`config.mk`:
```
export PLATFORM = sky130hd
export DESIGN_NAME = uart_rx_oversampled
export DESIGN_NICKNAME = d
export VERILOG_FILES = /design/src/rtl/uart_rx_oversampled.sv
export SDC_FILE = /design/constraint.sdc
export NUM_CORES = 1
export LEC_CHECK = 0
export ABC_AREA = 1
export ABC_CLOCK_PERIOD_IN_PS = 1300
export BUFFER_PORTS_ARGS = -buffer_cell sky130_fd_sc_hd__buf_4
export CAP_MARGIN = 20
export CORE_MARGIN = 1.5
export CORE_UTILIZATION = 40
export CTS_CLUSTER_SIZE = 40
export DETAILED_ROUTE_END_ITERATION = 8
export PLACE_DENSITY_LB_ADDON = 0.2
export SYNTH_ARGS = -nofsm -noshare
export SYNTH_HDL_FRONTEND = slang
export SYNTH_SLANG_ARGS = --single-unit
```
`constraint.sdc`:
```
create_clock -name clk -period 1.3 [get_ports clk]
set_input_delay 0.065 -clock clk [delete_from_list [all_inputs] [get_ports clk]]
set_output_delay 0.065 -clock clk [all_outputs]
set_load 0.01 [all_outputs]
```
`src/rtl/uart_rx_oversampled.sv`:
```
// uart_rx_oversampled: oversampled UART receiver with 3-FF resync, parity and stop-bit checking
module uart_rx_oversampled #(
    parameter int INPUT_DATA_WIDTH = 8,
    parameter int PARITY_ENABLED   = 1,
    parameter int PARITY_TYPE      = 0,
    parameter int CLOCKS_PER_BIT   = 8
) (
    input  logic                        clk,
    input  logic                        reset,
    input  logic                        serial_in,
    output logic [INPUT_DATA_WIDTH-1:0] received_data,
    output logic                        data_is_valid,
    output logic                        rx_error,
    output logic                        rx_busy
);
    localparam int CNT_W = $clog2(CLOCKS_PER_BIT);
    localparam int IDX_W = INPUT_DATA_WIDTH > 1 ? $clog2(INPUT_DATA_WIDTH) : 1;
    localparam logic [CNT_W-1:0] HALF     = CNT_W'(CLOCKS_PER_BIT / 2 - 1);
    localparam logic [CNT_W-1:0] LAST     = CNT_W'(CLOCKS_PER_BIT - 1);
    localparam logic [IDX_W-1:0] LAST_BIT = IDX_W'(INPUT_DATA_WIDTH - 1);
    localparam bit ODD = PARITY_TYPE != 0;

    typedef enum logic [2:0] {IDLE, START, DATA, PARITY, STOP, BREAK} state_t;

    state_t                      state;
    logic [2:0]                  sync;
    logic                        rx_s;
    logic [CNT_W-1:0]            sample_cnt;
    logic [IDX_W-1:0]            bit_idx;
    logic [INPUT_DATA_WIDTH-1:0] shreg;
    logic                        par;
    logic                        par_err;

    assign rx_s = sync[2];

    // Three-flop resynchroniser; resets to idle-high so reset never fakes a start bit
    always_ff @(posedge clk or posedge reset) begin
        if (reset)
            sync <= '1;
        else
            sync <= {sync[1:0], serial_in};
    end

    // Frame FSM: mid-bit sampling, LSB-first deserialisation, parity/stop check, strobe
    always_ff @(posedge clk or posedge reset) begin
        if (reset) begin
            state         <= IDLE;
            sample_cnt    <= '0;
            bit_idx       <= '0;
            shreg         <= '0;
            par           <= 1'b0;
            par_err       <= 1'b0;
            received_data <= '0;
            data_is_valid <= 1'b0;
            rx_error      <= 1'b0;
            rx_busy       <= 1'b0;
        end else begin
            data_is_valid <= 1'b0;
            sample_cnt    <= sample_cnt + 1'b1;
            case (state)
                IDLE: begin
                    sample_cnt <= '0;
                    if (!rx_s) begin
                        state   <= START;
                        rx_busy <= 1'b1;
                    end
                end
                START: if (sample_cnt == HALF) begin
                    sample_cnt <= '0;
                    bit_idx    <= '0;
                    par        <= 1'b0;
                    par_err    <= 1'b0;
                    state      <= rx_s ? IDLE : DATA;
                    rx_busy    <= !rx_s;
                end
                DATA: if (sample_cnt == LAST) begin
                    sample_cnt <= '0;
                    shreg      <= {rx_s, shreg[INPUT_DATA_WIDTH-1:1]};
                    par        <= par ^ rx_s;
                    bit_idx    <= bit_idx + 1'b1;
                    if (bit_idx == LAST_BIT)
                        state <= PARITY_ENABLED != 0 ? PARITY : STOP;
                end
                PARITY: if (sample_cnt == LAST) begin
                    sample_cnt <= '0;
                    par_err    <= par ^ rx_s ^ ODD;
                    state      <= STOP;
                end
                STOP: if (sample_cnt == LAST) begin
                    sample_cnt    <= '0;
                    received_data <= shreg;
                    data_is_valid <= 1'b1;
                    rx_error      <= par_err | !rx_s;
                    state         <= rx_s ? IDLE : BREAK;
                    rx_busy       <= !rx_s;
                end
                BREAK: begin
                    sample_cnt <= '0;
                    if (rx_s) begin
                        state   <= IDLE;
                        rx_busy <= 1'b0;
                    end
                end
                default: state <= IDLE;
            endcase
        end
    end
endmodule
```
; Yosys cells after proc, flatten, opt, wreduce, memory -nomap -nowiden
; Cells that the tools add are included.
[totals]
in_bits = 3
register_bits = 33
elab_cells = 70
[op_classes]
eq_ne = 15
add_sub_neg = 2
n_mux = 27
bitwise_logic = 2
n_reduce_logical = 13
[op_table]
columns = operator, count
row1 = $mux 3, 12
row2 = $pmux 3 s6, 1
row3 = $ne 2x2->1 const B, 7
row4 = $eq 3x3->1 const B, 4
row5 = $eq 3x2->1 const B, 3
row6 = $pmux 3 s3, 1
row7 = $mux 1, 8
row8 = $reduce_and 7->1, 1
row9 = $add 3x1->3 const B, 2
row10 = $pmux 3 s2, 1
row11 = $reduce_and 3->1, 2
row12 = $reduce_and 5->1, 1
row13 = $pmux 1 s2, 2
row14 = $pmux 1 s4, 1
row15 = $reduce_and 2->1, 2
row16 = $reduce_bool 2->1, 2
row17 = $reduce_bool 4->1, 1
row18 = $eq 3x1->1 const B, 1
row19 = $logic_not 3->1, 1
row20 = $reduce_or 3->1, 1
row21 = $mux 2, 1
row22 = $reduce_or 2->1, 1
row23 = $logic_not 1->1, 1
row24 = $or 1x1->1, 1
row25 = $xor 1x1->1, 1

; Depth between registers and ports, before layout
[logic_depth]
depth_word = 4
depth_mapped = 8

; Worst setup path before layout
; OpenSTA, ideal clock, no wires.
[synth_timing]
kind = register to register
startpoint = register sample_cnt[0]
endpoint = register state[2]
required_time_ns = 1.184
arrival_time_ns = 1.193
slack_ns = -0.010
path_buffers = 0
stages_incl_launch_ff = 9
path_cell_list = dfrtp_1 > ha_1 > nand2_2 > nand3_1 > nand2_2 > nor2_4 > nand2_2 > nand2_1 > nand2_1
[synth_via]
elab_chain_len = 3
[synth_rtl]
columns = item, line_no
row1 = from (decl), 28  ; logic [CNT_W-1:0] sample_cnt;
row2 = from (signal assigned), 59  ; sample_cnt <= sample_cnt + 1'b1;
row3 = $eq 3x3->1 / $eq 3x2->1 (equally long branches), --
row4 = $ne 2x2->1 (no line), --
row5 = $reduce_and 7->1 (no line) *, --
row6 = to (signal assigned), 73  ; state <= rx_s ? IDLE : DATA;
row7 = to (signal assigned), 82  ; state <= PARITY_ENABLED != 0 ? PARITY : STOP;
row8 = to (signal assigned), 94  ; state <= rx_s ? IDLE : BREAK;
row9 = to (decl), 25  ; state_t state;
; Mark *: on every way between the ends. The rest lies on a longest branch, timed or not.
; A chain may end at the register's enable or synchronous reset.

; Final worst setup path
[layout_timing]
startpoint = register sample_cnt[0]
endpoint = register sample_cnt[2]
[layout_via]
elab_chain_len = 3
[layout_rtl]
columns = item, line_no
row1 = $add 3x1->3 (tied with other cells), 59
row2 = $mux 3 (on tied branches), --
row3 = $pmux 3 s3 *, 60  ; case (state)
; Marks and branches as above.

==> flow_metrics.py <==
metrics = {
    "setup_path": {
        "slowest_stage": "dfrtp_1",
        "max_stage_delay_ns": 0.41,
        "endpoint_kind": "flop",
        "critical_path.startpoint_type": "flop",
        "critPathArrivalTime_ns": 1.58,
        "path_cells": "buf_4 -> ha_1 -> inv_1 -> ha_1 -> a31o_2 -> nand2_1",
        "crit_start": "sample_cnt[0]",
        "crit_fanout": 2,
        "reg2reg_from": "sample_cnt[0]",
        "crit_type": "reg -> reg",
        "crit_top_cell": "ha_1",
        "cp.required_ns": 1.53,
    },
    "clock_tree": {
        "clock_path_buffers": 2,
        "cts_sinks": 33,
        "cts_htree_levels": 2,
        "clk_pin_slew_ns": 0.07,
        "worstSkewPairLatency_ns": 0.29,
        "cts_tree": "yes",
        "clock-root-buffer": "clkbuf_8",
        "cts_buffers": 5,
    },
    "finish": {
        "utilization_pct": 57.2,
        "finalNetCount": 219,
        "n_antenna_cell": 0,
        "final_layout_size_suffix_gt1_share_pct": 42.0,
        "areaGrowthSynthToFinish_pct": 32.8,
        "fillers": 329,
        "register_area_um2": 833,
        "multi_input_area_um2": 754,
    },
    "sta": {
        "final_max_slew_viol_count": 0,
        "worst_slew_pin_slew_ns": 0.410,
        "rsz0062_at_grt": "yes",
        "layout_min_cycle_time_ns": 1.35,
        "worst_slack_ns": -0.0453,
        "max-slew-margin-rel_pct": 72.7,
        "whs_ns": 0.357,
        "hold_viol": 0,
        "fin_crit_sh_pct": 103,
        "skew_ns": 0.00202,
        "setup_tns_ns": -0.115,
        "fmax_ghz": 0.743,
        "finalSetupViolCount": 5,
    },
    "detailed_routing": {
        "drc": 0,
        "vias_per_cell": 4.86,
        "vias": 1264,
        "ant_nets": 0,
        "drt_iter0_drc": 48,
        "dr.pass1.iters": 4,
        "drt_wl_total_um": 3220,
        "wl_per_cell_um": 12.4,
    },
    "yosys": {
        "syn_inst": 170,
        "syn_area_per_cell_um2": 9.55,
        "syn_area_um2": 1620,
        "syn_nets": 178,
        "yosysSeqAreaShare_pct": 51.1,
        "synth.distinct_cells": 29,
        "yosysWarnings": 0,
        "synth_seq_cells": 33,
    },
    "place": {
        "place_congestion": 0.820,
        "hpwl_um": 2150,
        "io_buffers": 13,
    },
    "pwr": {
        "p_leak_nw": 1.09,
        "combPwrFrac_pct": 36.2,
        "power_frac_seq_pct": 36.3,
        "intPower_mw": 2.39,
        "p_sw_share_pct": 34.5,
        "powerDensity_nw_per_um2": 1690,
        "peakVddDrop_v": 0.000902,
        "clkPwrFrac_pct": 27.5,
        "p_sw_mw": 1.26,
    },
    "flow_run": {
        "cap_violations": 0,
    },
    "hold_path": {
        "min_path_type": "reg -> reg",
        "hp-start": "sync[0]",
    },
    "outcome": {
        "failed_checks": "setup timing",
        "status": "complete, but fails checks",
    },
    "global_route": {
        "grt_pass1_vias": 1225,
        "grtUsageTotal_pct": 17.1,
        "grt_pass1_wl_um": 5550,
        "grt_overflow": 0,
        "antenna_found_initial": 0,
        "grt_max_degree": 34,
    },
    "die": {
        "ios": 14,
        "start_util_pct": 43.1,
        "die_w_um": 66.7,
        "die_y_um": 66.7,
        "rows": 22,
        "dieArea_um2": 4450,
        "core_um2": 3770,
    },
}
[metrics by stage]
stage | instances | power [mW] | instance area, um2 | setup WS (ns)
2_1_floorplan | 170 | 2.08 | 1630 | 0.00350
3_3_place_gp | 245 | 2.41 | 1880 | -0.0867
3_5_place_dp | 245 | 2.44 | 1880 | -0.0735
4_1_cts | 258 | 3.54 | 2080 | -0.0565
5_1_grt | 260 | 3.89 | 2160 | -0.118
6_report | 260 | 3.65 | 2160 | -0.0453
[power groups by stage]
| stage | Combinational (mW) | Clock (mW) | Sequential (mW) |
|---|---|---|---|
| 2_1_floorplan | 0.854 | 0 | 1.22 |
| 3_3_place_gp | 1.10 | 0 | 1.31 |
| 3_5_place_dp | 1.12 | 0 | 1.31 |
| 4_1_cts | 1.22 | 1.02 | 1.30 |
| 5_1_grt | 1.47 | 1.07 | 1.34 |
| 6_report | 1.32 | 1.00 | 1.33 |
[layout by cell type, fill, tap and decap left out, types with 2 or more instances in the layout]
cell	instances
nor2_1	2
dfstp_2	3
o21ai_1	10
nand3_4	3
buf_4	31
ha_1	4
dfrtp_2	3
dfrtp_1	27
clkbuf_8	6
inv_1	14
a31oi_1	2
nor2_4	3
nand2_1	42
nand3_2	2
inv_2	4
nand2_2	7
nor2_8	2
nand2_4	4
nor2_2	2
dlygate4sd3_1	2
o21ai_2	7
o21ai_0	3
nand3_1	11
buf_6	5
[logic make-up after synthesis]
kind of cell / count (synthesis) / share of synthesized area, %
XOR/XNOR: 1 / 0.539
AO/OA/AOI/OAI: 25 / 9.94
buffers and inverters: 25 / 7.70
adder cells (fa/ha/maj): 5 / 3.85
flip-flops: 33 / 51.1
AND/OR/NAND/NOR: 81 / 26.9
[critical path, delay by kind of cell, from the launching register on]
family / cells / cell delay (ns)
flip-flops: 1 / 0.41
adder cells (fa/ha/maj): 2 / 0.40
AO/OA/AOI/OAI: 1 / 0.21
buffers and inverters: 2 / 0.20
AND/OR/NAND/NOR: 1 / 0.06
[layout make-up]
type / count / share of cell area [%]
Tap cell: 48 / 2.78
Clock inverter: 1 / 1.39
Sequential cell: 33 / 38.6
Timing Repair Buffer: 39 / 14.6
Multi-Input combinational cell: 113 / 35.0
Clock buffer: 7 / 4.00
Inverter: 19 / 3.65
[sequential cells by signal, indices dropped and copies added (netlist names), 3 cells and up]
signal / cells
bit_idx: 3
state: 3
sample_cnt: 3
shreg: 8
sync: 3
received_data: 8
[per-layer routing]
metal | up-vias | GRT usage, % | part of all wire, %
li1 | 632 | - | -
met1 | 604 | 21.8 | 46
met2 | 19 | 25.4 | 47
met3 | 9 | 5.24 | 3.5
met4 | 0 | 10.5 | 2.9
met5 | - | 0 | 0
[worst paths after layout]
check,slack (ns),endpoint,cells past startpoint
max,-0.05,sample_cnt[2],6
min,0.36,sync[1],0
max reg2reg,-0.05,sample_cnt[2],6
min reg2reg,0.36,sync[1],0
max in group asynchronous,0.55,sync[2],4
min in group asynchronous,0.42,received_data[1],4
[what timing repair did]
item	CTS	global route
pin swaps	5	8
buffers inserted	3	0
gates cloned	0	2
hold buffers	2	0
resized for setup	12	13
hold endpoints to repair	31	0
endpoints found under the setup margin	25	29
[cell usage after synthesis]
library cell / count / area, um2
o21ai_2: 7 / 61.3
xnor2_1: 1 / 8.76
nor2_8: 2 / 40.0
a31oi_1: 2 / 12.5
o22ai_1: 1 / 6.26
o21a_1: 1 / 7.51
dfrtp_1: 30 / 751
inv_1: 15 / 56.3
dfstp_2: 3 / 78.8
nand2_2: 7 / 43.8
nand3_1: 12 / 60.1
buf_6: 3 / 33.8
or2_0: 1 / 6.26
buf_4: 1 / 7.51
nor2_1: 2 / 7.51
nand2_1: 46 / 173
o21ai_1: 10 / 50.1
a31o_2: 1 / 8.76
nand3_2: 3 / 30.0
nand4_2: 1 / 12.5
nand4_1: 1 / 6.26
nor2_4: 2 / 22.5
nor2_2: 3 / 18.8
nor3_4: 1 / 16.3
buf_2: 2 / 10.0
inv_4: 1 / 6.26
inv_2: 3 / 11.3
o21ai_0: 3 / 15.0
ha_1: 5 / 62.6
No activity file was read; power rests on OpenSTA's default activity.
